### src/rtl/systolic_pkg.sv
// Shared state encoding, sequence lengths and operand types for the systolic
// array operand feeder.
package systolic_pkg;

    localparam int DEFAULT_DATA_WIDTH  = 8;
    localparam int DEFAULT_MATRIX_SIZE = 3;

    typedef enum logic [2:0] {
        ST_IDLE,
        ST_CLEAR,
        ST_FEED,
        ST_DRAIN,
        ST_DONE
    } feeder_state_t;

    typedef logic [DEFAULT_DATA_WIDTH-1:0]                     operand_t;
    typedef logic [DEFAULT_MATRIX_SIZE*DEFAULT_DATA_WIDTH-1:0] row_t;

    function automatic int feed_len(input int n);
        return 3 * n - 2;
    endfunction

    function automatic int drain_len(input int n, input int l);
        return n + l;
    endfunction

endpackage

### src/rtl/systolic_operand_bank.sv
// NxN operand register file: one row write port, N combinational skewed reads
// at time index t (row-diagonal, or column-diagonal when TRANSPOSE is set).
module systolic_operand_bank
    import systolic_pkg::*;
#(
    parameter int N          = 3,
    parameter int DATA_WIDTH = 8,
    parameter int AW         = 2,
    parameter int TW         = 4,
    parameter bit TRANSPOSE  = 1'b0
) (
    input  logic                    clk,
    input  logic                    rst,
    input  logic                    wr_en,
    input  logic [AW-1:0]           wr_addr,
    input  logic [N*DATA_WIDTH-1:0] wr_data,
    input  logic [TW-1:0]           t,
    output logic [N*DATA_WIDTH-1:0] diag
);

    logic [DATA_WIDTH-1:0] mem [N][N];

    always_ff @(posedge clk) begin
        if (rst) begin
            for (int r = 0; r < N; r++) begin
                for (int c = 0; c < N; c++) begin
                    mem[r][c] <= '0;
                end
            end
        end else if (wr_en && (int'(wr_addr) < N)) begin
            for (int c = 0; c < N; c++) begin
                mem[wr_addr][c] <= wr_data[c*DATA_WIDTH +: DATA_WIDTH];
            end
        end
    end

    // Port i carries element (t-i) of row i (or of column i when transposed).
    always_comb begin
        diag = '0;
        for (int i = 0; i < N; i++) begin
            if ((int'(t) >= i) && (int'(t) - i < N)) begin
                if (TRANSPOSE) begin
                    diag[i*DATA_WIDTH +: DATA_WIDTH] = mem[AW'(int'(t) - i)][i];
                end else begin
                    diag[i*DATA_WIDTH +: DATA_WIDTH] = mem[i][AW'(int'(t) - i)];
                end
            end
        end
    end

endmodule

### src/rtl/systolic_feeder.sv
// Operand sequencer for the systolic array: buffers A and B, clears the array,
// streams skewed operands, drains the pipeline, then pulses done.
//   state | meaning
//   IDLE  | banks writable, waiting for start
//   CLEAR | one-cycle accumulator clear
//   FEED  | skewed operand streaming, t = 0..3N-3
//   DRAIN | zero operands while the last products propagate
//   DONE  | one-cycle completion pulse
module systolic_feeder
    import systolic_pkg::*;
#(
    parameter int MATRIX_SIZE = 3,
    parameter int DATA_WIDTH  = 8,
    parameter int PE_LATENCY  = 1
) (
    input  logic                              clk,
    input  logic                              rst,
    input  logic                              wr_en,
    output logic                              wr_ready,
    input  logic                              wr_sel,
    input  logic [$clog2(MATRIX_SIZE)-1:0]    wr_addr,
    input  logic [MATRIX_SIZE*DATA_WIDTH-1:0] wr_data,
    input  logic                              start,
    input  logic                              hold,
    output logic [MATRIX_SIZE*DATA_WIDTH-1:0] left_o,
    output logic [MATRIX_SIZE*DATA_WIDTH-1:0] top_o,
    output logic                              array_en,
    output logic                              array_clr,
    output logic                              busy,
    output logic                              done
);

    localparam int N  = MATRIX_SIZE;
    localparam int AW = $clog2(N);
    localparam int CW = $clog2(3 * N + PE_LATENCY + 1);
    localparam logic [CW-1:0] FEED_LAST  = CW'(feed_len(N) - 1);
    localparam logic [CW-1:0] DRAIN_LAST = CW'(drain_len(N, PE_LATENCY) - 1);

    feeder_state_t           state, state_next;
    logic [CW-1:0]           t, t_next;
    logic [CW-1:0]           drain_cnt, drain_next;
    logic [CW-1:0]           rd_t;
    logic [N*DATA_WIDTH-1:0] diag_a, diag_b, left_next, top_next;
    logic                    en_next, clr_next, done_next;
    logic                    wr_a, wr_b;

    assign wr_a = wr_en && (state == ST_IDLE) && !wr_sel;
    assign wr_b = wr_en && (state == ST_IDLE) && wr_sel;

    // Banks are read one step ahead so the registered outputs show t.
    assign rd_t = (state == ST_FEED) ? t + CW'(1) : '0;

    systolic_operand_bank #(
        .N(N), .DATA_WIDTH(DATA_WIDTH), .AW(AW), .TW(CW), .TRANSPOSE(1'b0)
    ) bank_a (
        .clk(clk), .rst(rst), .wr_en(wr_a), .wr_addr(wr_addr),
        .wr_data(wr_data), .t(rd_t), .diag(diag_a)
    );

    systolic_operand_bank #(
        .N(N), .DATA_WIDTH(DATA_WIDTH), .AW(AW), .TW(CW), .TRANSPOSE(1'b1)
    ) bank_b (
        .clk(clk), .rst(rst), .wr_en(wr_b), .wr_addr(wr_addr),
        .wr_data(wr_data), .t(rd_t), .diag(diag_b)
    );

    always_comb begin
        state_next = state;
        t_next     = t;
        drain_next = drain_cnt;
        left_next  = left_o;
        top_next   = top_o;
        en_next    = 1'b0;
        clr_next   = 1'b0;
        done_next  = 1'b0;
        unique case (state)
            ST_IDLE: begin
                if (start) begin
                    state_next = ST_CLEAR;
                    clr_next   = 1'b1;
                end
            end
            ST_CLEAR: begin
                state_next = ST_FEED;
                t_next     = '0;
                left_next  = diag_a;
                top_next   = diag_b;
                en_next    = 1'b1;
            end
            ST_FEED: begin
                if (!hold) begin
                    en_next = 1'b1;
                    if (t == FEED_LAST) begin
                        state_next = ST_DRAIN;
                        drain_next = DRAIN_LAST;
                        left_next  = '0;
                        top_next   = '0;
                    end else begin
                        t_next    = t + CW'(1);
                        left_next = diag_a;
                        top_next  = diag_b;
                    end
                end
            end
            ST_DRAIN: begin
                if (!hold) begin
                    if (drain_cnt == '0) begin
                        state_next = ST_DONE;
                        done_next  = 1'b1;
                    end else begin
                        drain_next = drain_cnt - CW'(1);
                        en_next    = 1'b1;
                    end
                end
            end
            ST_DONE: begin
                state_next = ST_IDLE;
            end
            default: begin
                state_next = ST_IDLE;
            end
        endcase
    end

    always_ff @(posedge clk) begin
        if (rst) begin
            state     <= ST_IDLE;
            t         <= '0;
            drain_cnt <= '0;
            left_o    <= '0;
            top_o     <= '0;
            array_en  <= 1'b0;
            array_clr <= 1'b0;
            busy      <= 1'b0;
            done      <= 1'b0;
            wr_ready  <= 1'b1;
        end else begin
            state     <= state_next;
            t         <= t_next;
            drain_cnt <= drain_next;
            left_o    <= left_next;
            top_o     <= top_next;
            array_en  <= en_next;
            array_clr <= clr_next;
            busy      <= (state_next != ST_IDLE);
            done      <= done_next;
            wr_ready  <= (state_next == ST_IDLE);
        end
    end

endmodule
### config.mk
export PLATFORM = sky130hd
export DESIGN_NAME = systolic_feeder
export DESIGN_NICKNAME = d
export VERILOG_FILES = /design/src/rtl/systolic_pkg.sv /design/src/rtl/systolic_operand_bank.sv /design/src/rtl/systolic_feeder.sv
export SDC_FILE = /design/constraint.sdc
export NUM_CORES = 1
export LEC_CHECK = 0
export BUFFER_PORTS_ARGS = -buffer_cell sky130_fd_sc_hd__buf_4
export CORE_MARGIN = 2
export CORE_UTILIZATION = 25
export CTS_CLUSTER_DIAMETER = 30
export DETAILED_ROUTE_END_ITERATION = 8
export GPL_ROUTABILITY_DRIVEN = 0
export HOLD_SLACK_MARGIN = 0.08
export PLACE_DENSITY = 0.4
export SYNTH_ARGS = -nofsm -noshare
export SYNTH_HDL_FRONTEND = slang
export SYNTH_SLANG_ARGS = --single-unit
export TNS_END_PERCENT = 50
### constraint.sdc
create_clock -name clk -period 4.65 [get_ports clk]
set_input_delay 0 -clock clk [delete_from_list [all_inputs] [get_ports clk]]
set_output_delay 0 -clock clk [all_outputs]
set_load 0.005 [all_outputs]
==> impl_metrics.csv <==
group,metric,value,unit
grt,grt_antenna_before_repair,0,
worst_setup_path,cp.required,5050,ps
run,maxCapViolCount,0,
floorplan,die_y,209.1,um
grt,grtUsageTotal,14.81,%
finish,fin_nets,1100,
floorplan,initial_utilization,25.20,%
sta,setup_tns,0,ps
clocking,cts_inserted_buffers,59,
run_status,status,"finished, final reports clean",
sta,timing.final.crit_share,80.72,%
finish,layout_commonest_cell,"edfxtp_1",
clocking,cts_sinks,232,
route,wl_per_cell,19.51,um
grt,grt_pass1_vias,7540,
floorplan,rows,75,
route,drt_iter0_markers,455,
sta,fin_crit,3754,ps
placed_design,io_buffers,84,
worst_setup_path,arrival,4150,ps
synthesis,postSynth.asyncResetShare,0,%
synthesis,synthFlopType,"edfxtp_1",
sta,setup_viol,0,
synthesis,synth_top_area_share,47.95,%
sta,clock.fmax,266.4,MHz
synthesis,netlist_area,10520,um^2
worst_setup_path,cp-start-kind,"flip-flop",
hold_path,hp-class,"primary input to flip-flop",
synthesis,syn_avg_cell_area,11.69,um^2
sta,maxSlewHeadroom,14.96,%
worst_setup_path,cp-end-kind,"flip-flop",
synthesis,ys_warn_count,0,
clocking,cts-root-buf,"clkbuf_16",
clocking,clock_latency,580,ps
sta,layout_setup_ws,896.4,ps
sta,rsz0062_at_grt,"false",
floorplan,dieArea,43740,um^2
synthesis,synth.area.top_cells,"edfxtp_1 (48%), dfxtp_1 (12%), and2_1 (9.2%)",
route,drc_errors,0,
synthesis,ys_types,68,
finish,final_cell_mix,"edfxtp_1 (168), and2_1 (154), nand2_1 (110)",
floorplan,dieWidth,209.1,um
placed_design,dp_hpwl,21380,um
synthesis,syn_inst,900,
floorplan,core,41760,um^2
route,ant_nets,0,
synthesis,synth-edff-count,168,
grt,grt_max_degree,49,
grt,grt_pass1_wl,48290,um
worst_setup_path,path_max_fanout,22,
synthesis,synth_area_leader_cell,"edfxtp_1",
synthesis,yosysSeqAreaShare,60.13,%
clocking,path_clk_slew,50,ps
route,routed_via_density,4.488,
clocking,clock_path_buffers,3,
route,drt-total-wl,32140,um
sta,worst_slew_pin_slew,1276,ps
clocking,postCtsResizedCells,0,
route,route.vias.total,7392,
sta,slew_viol_final,0,
sta,final-hold-violation-count,0,
synthesis,synth_seq_cells,232,
worst_setup_path,critPathKind,"flip-flop to flip-flop",
clocking,cts_tree,"yes",
sta,holdWs,236.0,ps
clocking,cts_setup_buffers,0,
power,p_per_area,473.8,nW/um^2
finish,area_growth_syn_to_layout,33.44,%
placed_design,post-place-ws,915.4,ps
clocking,cts_max_level,2,
route,dr.pass1.iters,5,
clocking,postCtsHoldBufs,33,
floorplan,ios,85,
sta,fin_skew,19.24,ps
power,p_leak,5.282,nW
finish,drive_above_1_share,22.01,%
power,ir_worst_vdd,0.0003329,V
grt,gr-total-overflow,0,
sequential cells by signal (all words and copies together) (netlist names):
signal and count:
array_clr 1, array_en 1, bank_a.mem 72, bank_b.mem 96, busy 1, done 1, drain_cnt 4, left_o 24
state 3, t 4, top_o 24, wr_ready 1
final cells by class:
cell class              instances  area (um^2)
fillers                      4175        27720
flip-flops and latches        232         6326
multi-input cells             614         3926
clock buffers                  71         1584
diodes                          4        10.01
clock inverters                38        357.8
repair buffers                137         1111
inverters                      12        50.05
well taps                     539        674.4
power breakdown:
group | internal (W) | switching (W) | leakage [nW]
sequential | 0.00231 | 0.0000344 | 2.26
clock | 0.00267 | 0.00123 | 0.940
combinational | 0.000146 | 0.000267 | 2.09
logic make-up after synthesis:
logic type	Yosys count	synth area share [%]
AND/OR/NAND/NOR	396	20.74
flip-flops	232	60.13
AO/OA/AOI/OAI	160	11.04
buffers and inverters	77	3.651
multiplexers	17	2.569
adder cells (fa/ha/maj)	12	1.427
XOR/XNOR	5	0.4163
other	1	0.03564
synthesized netlist by cell type (8+ instances only):
| master | instances |
|---|---|
| o21ai_2 | 11 |
| nor2_1 | 25 |
| a32o_1 | 8 |
| o31ai_1 | 16 |
| buf_2 | 11 |
| a31oi_1 | 18 |
| edfxtp_1 | 168 |
| nand2_1 | 110 |
| nand3_1 | 36 |
| a211oi_1 | 16 |
| a32oi_1 | 8 |
| o21ai_0 | 26 |
| nand3b_1 | 9 |
| and2_1 | 154 |
| a222oi_1 | 8 |
| mux4_2 | 8 |
| ha_1 | 12 |
| and3_1 | 9 |
| or2_2 | 8 |
| o211ai_1 | 9 |
| nor2b_1 | 13 |
| clkbuf_1 | 44 |
| mux2i_1 | 9 |
| dfxtp_1 | 64 |
| inv_1 | 10 |
| a21oi_1 | 22 |
worst max-delay path, stage by stage, from the launching register on:
cell and delay, ps:
dfxtp_1 330, clkinv_1 60, buf_4 200, ha_1 320, or4b_1 550, buf_4 230
ha_1 290, ha_1 300, nand2_1 70, o21ai_0 60, a21oi_1 980, o31ai_1 180
through the flow:
step / total power [W] / instance area, um^2 / std cells / util [%]
after floorplan: 0.002596 / 10610 / 923 / -
after global placement: 0.002781 / 11760 / 1501 / 28.16
after detailed placement: 0.002780 / 11760 / 1501 / 28.16
after CTS: 0.006745 / 14030 / 1643 / 33.60
after global routing: 0.006885 / 14030 / 1643 / 33.60
final: 0.006652 / 14040 / 1647 / 33.62
metal layers:
metal,routed length (um),vias to the layer above,track usage [%],part of all wire (%)
met1,15120,3608,20.18,47
met5,0,-,0,0
li1,-,3580,-,-
met4,763,0,4.704,2.4
met2,15180,153,23.99,47
met3,1080,51,2.495,3.4
path summary, 6_finish.rpt:
check | from | endpoint | slack [ps] | cells past startpoint
hold reg to reg | left_o[20] | left_o[20] | 450 | 2
setup reg to reg | t[0] | left_o[19] | 900 | 11
hold / removal | start | busy | 240 | 3
setup / recovery | t[0] | left_o[19] | 900 | 11
(Power assumes the default switching activity.)
